## config.mk

```make
export PLATFORM = sky130hd
export DESIGN_NAME = cdb_arbiter
export DESIGN_NICKNAME = d
export VERILOG_FILES = /design/src/rtl/cdb_arbiter.sv
export SDC_FILE = /design/constraint.sdc
export NUM_CORES = 1
export LEC_CHECK = 0
export BUFFER_PORTS_ARGS = -buffer_cell sky130_fd_sc_hd__buf_2
export CORE_ASPECT_RATIO = 0.6
export CORE_UTILIZATION = 40
export DETAILED_ROUTE_END_ITERATION = 8
export PLACE_DENSITY_LB_ADDON = 0.1
export SLEW_MARGIN = 20
export SYNTH_ARGS = -nofsm -noshare
export SYNTH_HDL_FRONTEND = slang
export SYNTH_SLANG_ARGS = --single-unit
```

## constraint.sdc

```tcl
create_clock -name clk_in -period 3.4 [get_ports clk_in]
set_input_delay 0.17 -clock clk_in [delete_from_list [all_inputs] [get_ports clk_in]]
set_output_delay 0.17 -clock clk_in [all_outputs]
set_load 0.02 [all_outputs]
```

## src/rtl/cdb_arbiter.sv

```systemverilog
// Common data bus arbiter: round-robin between ALU and LSB result ports, each
// buffered by a small FIFO, with same-cycle bypass when the winner's FIFO is empty.
module cdb_arbiter #(
  parameter int unsigned ENTRY_W = 6,
  parameter int unsigned DEPTH   = 4,
  parameter int unsigned PTR_W   = 2
) (
  input  logic               clk_in,
  input  logic               rst_in,
  input  logic               rdy_in,
  input  logic               roll_back,
  input  logic               alu_valid,
  input  logic [ENTRY_W-1:0] alu_entry,
  input  logic [31:0]        alu_value,
  input  logic [31:0]        alu_pc,
  output logic               alu_full,
  input  logic               lsb_valid,
  input  logic [ENTRY_W-1:0] lsb_entry,
  input  logic [31:0]        lsb_value,
  output logic               lsb_full,
  output logic               cdb_valid,
  output logic               cdb_src,
  output logic [ENTRY_W-1:0] cdb_entry,
  output logic [31:0]        cdb_value,
  output logic [31:0]        cdb_pc,
  output logic               overflow_err
);

  localparam int unsigned AW = ENTRY_W + 64;
  localparam int unsigned LW = ENTRY_W + 32;
  localparam logic [PTR_W:0] FullCnt = (PTR_W + 1)'(DEPTH);

  logic [AW-1:0]      a_mem_q [DEPTH];
  logic [AW-1:0]      a_mem_d [DEPTH];
  logic [LW-1:0]      l_mem_q [DEPTH];
  logic [LW-1:0]      l_mem_d [DEPTH];
  logic [PTR_W-1:0]   a_wp_q, a_wp_d, a_rp_q, a_rp_d;
  logic [PTR_W-1:0]   l_wp_q, l_wp_d, l_rp_q, l_rp_d;
  logic [PTR_W:0]     a_cnt_q, a_cnt_d, l_cnt_q, l_cnt_d;
  logic               last_q, last_d;  // 1 = LSB granted last
  logic               valid_q, valid_d, src_q, src_d;
  logic [ENTRY_W-1:0] entry_q, entry_d;
  logic [31:0]        value_q, value_d, pc_q, pc_d;
  logic               ovf_q, ovf_d;

  logic          a_empty, l_empty, a_cand, l_cand, gnt_a, gnt_l;
  logic          push_a, push_l, pop_a, pop_l, ok_push_a, ok_push_l;
  logic [AW-1:0] a_item;
  logic [LW-1:0] l_item;

  assign alu_full     = (a_cnt_q == FullCnt);
  assign lsb_full     = (l_cnt_q == FullCnt);
  assign cdb_valid    = valid_q;
  assign cdb_src      = src_q;
  assign cdb_entry    = entry_q;
  assign cdb_value    = value_q;
  assign cdb_pc       = pc_q;
  assign overflow_err = ovf_q;

  always_comb begin
    a_empty = (a_cnt_q == '0);
    l_empty = (l_cnt_q == '0);
    a_cand  = !a_empty || alu_valid;
    l_cand  = !l_empty || lsb_valid;
    a_item  = a_empty ? {alu_entry, alu_value, alu_pc} : a_mem_q[a_rp_q];
    l_item  = l_empty ? {lsb_entry, lsb_value} : l_mem_q[l_rp_q];
    gnt_a   = a_cand && (!l_cand || last_q);
    gnt_l   = l_cand && !gnt_a;
    pop_a   = gnt_a && !a_empty;
    pop_l   = gnt_l && !l_empty;
    // An input is bypassed only when it wins straight from an empty FIFO.
    push_a    = alu_valid && !(gnt_a && a_empty);
    push_l    = lsb_valid && !(gnt_l && l_empty);
    ok_push_a = push_a && !alu_full;
    ok_push_l = push_l && !lsb_full;
  end

  always_comb begin
    a_mem_d = a_mem_q;
    l_mem_d = l_mem_q;
    a_wp_d  = a_wp_q;
    a_rp_d  = a_rp_q;
    a_cnt_d = a_cnt_q;
    l_wp_d  = l_wp_q;
    l_rp_d  = l_rp_q;
    l_cnt_d = l_cnt_q;
    last_d  = last_q;
    valid_d = valid_q;
    src_d   = src_q;
    entry_d = entry_q;
    value_d = value_q;
    pc_d    = pc_q;
    ovf_d   = ovf_q;
    if (rdy_in) begin
      if (roll_back) begin
        a_wp_d  = '0;
        a_rp_d  = '0;
        a_cnt_d = '0;
        l_wp_d  = '0;
        l_rp_d  = '0;
        l_cnt_d = '0;
        last_d  = 1'b1;
        valid_d = 1'b0;
        src_d   = 1'b0;
        entry_d = '0;
        value_d = '0;
        pc_d    = '0;
      end else begin
        valid_d = gnt_a || gnt_l;
        if (gnt_a) begin
          last_d  = 1'b0;
          src_d   = 1'b0;
          entry_d = a_item[AW-1 -: ENTRY_W];
          value_d = a_item[63:32];
          pc_d    = a_item[31:0];
        end else if (gnt_l) begin
          last_d  = 1'b1;
          src_d   = 1'b1;
          entry_d = l_item[LW-1 -: ENTRY_W];
          value_d = l_item[31:0];
          pc_d    = '0;
        end
        if (pop_a) a_rp_d = a_rp_q + PTR_W'(1);
        if (pop_l) l_rp_d = l_rp_q + PTR_W'(1);
        if (ok_push_a) begin
          a_mem_d[a_wp_q] = {alu_entry, alu_value, alu_pc};
          a_wp_d          = a_wp_q + PTR_W'(1);
        end
        if (ok_push_l) begin
          l_mem_d[l_wp_q] = {lsb_entry, lsb_value};
          l_wp_d          = l_wp_q + PTR_W'(1);
        end
        a_cnt_d = a_cnt_q + (PTR_W + 1)'(ok_push_a) - (PTR_W + 1)'(pop_a);
        l_cnt_d = l_cnt_q + (PTR_W + 1)'(ok_push_l) - (PTR_W + 1)'(pop_l);
        ovf_d   = ovf_q | (push_a && alu_full) | (push_l && lsb_full);
      end
    end
  end

  always_ff @(posedge clk_in) begin
    if (rst_in) begin
      a_wp_q  <= '0;
      a_rp_q  <= '0;
      a_cnt_q <= '0;
      l_wp_q  <= '0;
      l_rp_q  <= '0;
      l_cnt_q <= '0;
      last_q  <= 1'b1;
      valid_q <= 1'b0;
      src_q   <= 1'b0;
      entry_q <= '0;
      value_q <= '0;
      pc_q    <= '0;
      ovf_q   <= 1'b0;
    end else begin
      a_wp_q  <= a_wp_d;
      a_rp_q  <= a_rp_d;
      a_cnt_q <= a_cnt_d;
      l_wp_q  <= l_wp_d;
      l_rp_q  <= l_rp_d;
      l_cnt_q <= l_cnt_d;
      last_q  <= last_d;
      valid_q <= valid_d;
      src_q   <= src_d;
      entry_q <= entry_d;
      value_q <= value_d;
      pc_q    <= pc_d;
      ovf_q   <= ovf_d;
    end
  end

  // Storage needs no reset: occupancy is tracked by the counters.
  always_ff @(posedge clk_in) begin
    a_mem_q <= a_mem_d;
    l_mem_q <= l_mem_d;
  end

endmodule

```

==> results.toml <==
[outcome]
status = "complete, no violations"

[setup_path]
cp.arrival_ns = 3.40
slowest_stage = "or3_2"
path_cells = "or3_2 -> o211a_1 -> inv_1 -> ha_1 -> inv_1 -> ha_1 -> inv_1 -> fa_1 -> xor2_1 -> o21ai_0 -> nand2_1 -> a21oi_1"
required_ns = 3.91
cp_max_fo = 7
crit_family = "adder cells"
critPathKind = "reg -> reg"
crit_path_max_incr_delay_ns = 0.63
critPathBufInv = 3
worstSetupEndpointType = "register"
start_kind = "register"
worst_path_most_repeated_cell = "inv_1"

[floorplanning]
fp.dieW_um = 294
rows = 63
die_h_um = 177
initial_core_util_pct = 41.0
fp.coreArea_um2 = 50000
dieArea_um2 = 52100
io_pins = 189

[cells_and_area]
nets = 1688
drive_above_1_share_pct = 27.6
layout.cells.non_filler = 2285
fillerInstances = 4267
syn2layout_area_growth_pct = 23.6

[global_route]
gr-max-usage-layer = "met2"
grt_max_degree = 60
met1_usage_pct = 29.2
grt-ovfl-total = 0
met3_usage_pct = 3.38
antenna_found_initial = 2
grt.total_usage_pct = 20.0
grt_pass1_wl_mm = 77.9
grt.met2_usage_pct = 31.7
grt_pass1_vias = 12300

[pwr]
p_sw_share_pct = 21.0
leakagePower_nw = 8.76
ir_drop_v = 0.000398
power_frac_seq_pct = 51.1
intPower_mw = 10.8
clkPwrFrac_pct = 43.5
comb_power_share_pct = 5.5
power_density_nw_per_um2 = 539
p_switching_mw = 2.86

[place]
port_buffers = 188
dp_hpwl_mm = 30.7
post-place-cells = 2082
post-place-ws_ns = 0.559
place.gp.congestion = 0.766

[sta]
fin_skew_ns = 0.0349
setup_viol = 0
tightest_slew_ns = 0.907
worst_slack_ns = 0.510
relSlewSlack_pct = 39.5
fmax_mhz = 346
slew_viol_final = 0
tns_ns = 0
period_share_pct = 85.0
hold_violations = 0
rsz0062_at_grt = "no"
min_period_ns = 2.89

[synthesis]
synth_top_area_share_pct = 63.3
yosysTopAreaCell = "edfxtp_1"
yosys-top-cells-count = "432 x edfxtp_1, 162 x nand2_1, 108 x mux4_2, 88 x dfxtp_1, 79 x nor2_1"
synth_most_common_cell = "edfxtp_1"
seq_area_frac_synth_pct = 71.9
syn_inst = 1250
synth_edf_count = 432
syn_avg_cell_area_um2 = 16.4
yosys_register_bits = 520
synth.area.top_cells = "edfxtp_1 63%, mux4_2 12%, dfxtp_1 8.6%, nand2_1 3.0%, nor2_1 1.4%"
async_flop_share_pct = 0
syn-num-nets = 1377
synth_area_um2 = 20500
ys_warn_count = 0
ys_types = 42
synth-main-ff-cell = "edfxtp_1"

[clock_tree]
cts_setup_buffers = 0
cts.clk_slew.worst_paths_ns = 0.07
cts_buffers = 50
clock_sinks = 520
clock_latency_ns = 0.58
cts.path.max_buffers = 3
cts_tree = "done"
htreeDepth = 2
cts_root_buffer = "clkbuf_16"

[drt]
vias = 12100
drc = 0
vias_per_cell = 5.30
final_antenna_net_count = 0
firstDrtPassIters = 4
wire_per_inst_um = 22.5
routed_wirelength_mm = 51.4
drt_iter0_markers = 900

[job]
maxCapViolations = 0

[worst_hold_path]
hp-class = "in -> reg"
[cell families (layout without fill, tap and decap cells)]
| group | count (synthesis) | in the layout | synth area share, % |
|---|---|---|---|
| xor+xnor | 2 | 2 | 0.0855 |
| other cells | 0 | 1 | 0 |
| fa+ha+maj | 13 | 13 | 0.867 |
| simple gates | 300 | 300 | 6.07 |
| buf+inv | 99 | 451 | 1.98 |
| compound gates | 208 | 208 | 7.18 |
| mux | 108 | 108 | 11.9 |
| flops | 520 | 520 | 71.9 |
[stage by stage]
stage          hold WS, ns  utilization (%)  power [mW]  instance area (µm²)
2_1_floorplan        0.269                -        7.43                20500
3_3_place_gp         0.406             45.0        7.74                22500
3_5_place_dp         0.408             45.0        7.75                22500
4_1_cts             0.0320             50.7        13.8                25300
5_1_grt             0.0672             50.7        14.1                25300
6_report            0.0490             50.7        13.6                25300
[cell type report]
| class | count | area, µm² | share of cell area (%) |
|---|---|---|---|
| clock inverter | 25 | 352 | 1.39 |
| multi-input combinational | 631 | 5400 | 21.3 |
| antenna | 1 | 2.50 | 0.00988 |
| clock buffer | 68 | 1390 | 5.49 |
| tap | 682 | 853 | 3.37 |
| timing repair buffer | 343 | 2530 | 9.98 |
| sequential | 520 | 14700 | 58.2 |
| inverter | 15 | 56.3 | 0.222 |
[worst reg2reg max path: cells and delay by family, from the launching register on]
kind | cells | cell delay, ns
AO/OA/AOI/OAI | 3 | 0.62
flip-flops | 1 | 0.37
buffers and inverters | 3 | 0.22
AND/OR/NAND/NOR | 2 | 0.70
XOR/XNOR | 1 | 0.16
adder cells (fa/ha/maj) | 3 | 0.74
[power groups by stage]
stage                     Combinational, mW  Clock [mW]  Sequential, mW
after floorplan                       0.291           0            7.14
after global placement                0.641           0            7.10
after detailed placement              0.649           0            7.10
after CTS                             0.753        6.04            6.97
after global routing                  0.813        6.31            6.97
final                                 0.746        5.93            6.97
[state kept, by name (all words and copies together), names as in the netlist]
name          cells
l_rp_q            2
l_mem_q         152
l_wp_q            2
cdb_valid         1
a_mem_q         280
cdb_entry         6
cdb_value        32
cdb_pc           32
overflow_err      1
a_wp_q            2
last_q            1
cdb_src           1
l_cnt_q           3
a_rp_q            2
a_cnt_q           3
[timing repair]
action	4_1_cts	5_1_grt
hold buffers	109	0
gates resized for setup	0	0
hold endpoints to repair	450	0
[layout by cell type, fill, tap and decap left out, types with 24 or more instances in the layout]
cell type / instances
edfxtp_1: 432
o21ai_0: 31
buf_2: 188
dlygate4sd3_1: 109
nand2_1: 162
a22oi_1: 37
nor2_1: 78
a21oi_1: 26
nand3_1: 33
o31ai_1: 24
mux4_2: 108
dfxtp_1: 84
o22ai_1: 24
clkbuf_16: 51
buf_4: 34
[path summary, 6_finish.rpt]
path | slack [ns] | cells after the start | end | start
worst max-delay path | 0.51 | 12 | a_cnt_q[2] | a_cnt_q[2]
worst min-delay path | 0.05 | 4 | l_rp_q[1] | rdy_in
worst max register to register | 0.51 | 12 | a_cnt_q[2] | a_cnt_q[2]
worst min register to register | 0.45 | 2 | cdb_entry[0] | cdb_entry[0]
[layer usage]
| layer | vias to the layer above | share of wire, % |
|---|---|---|
| met5 | - | 0.025 |
| met4 | 2 | 1.2 |
| met3 | 54 | 4.6 |
| met2 | 279 | 46 |
| met1 | 6241 | 48 |
| li1 | 5531 | - |
No activity file was read; power rests on OpenSTA's default activity.
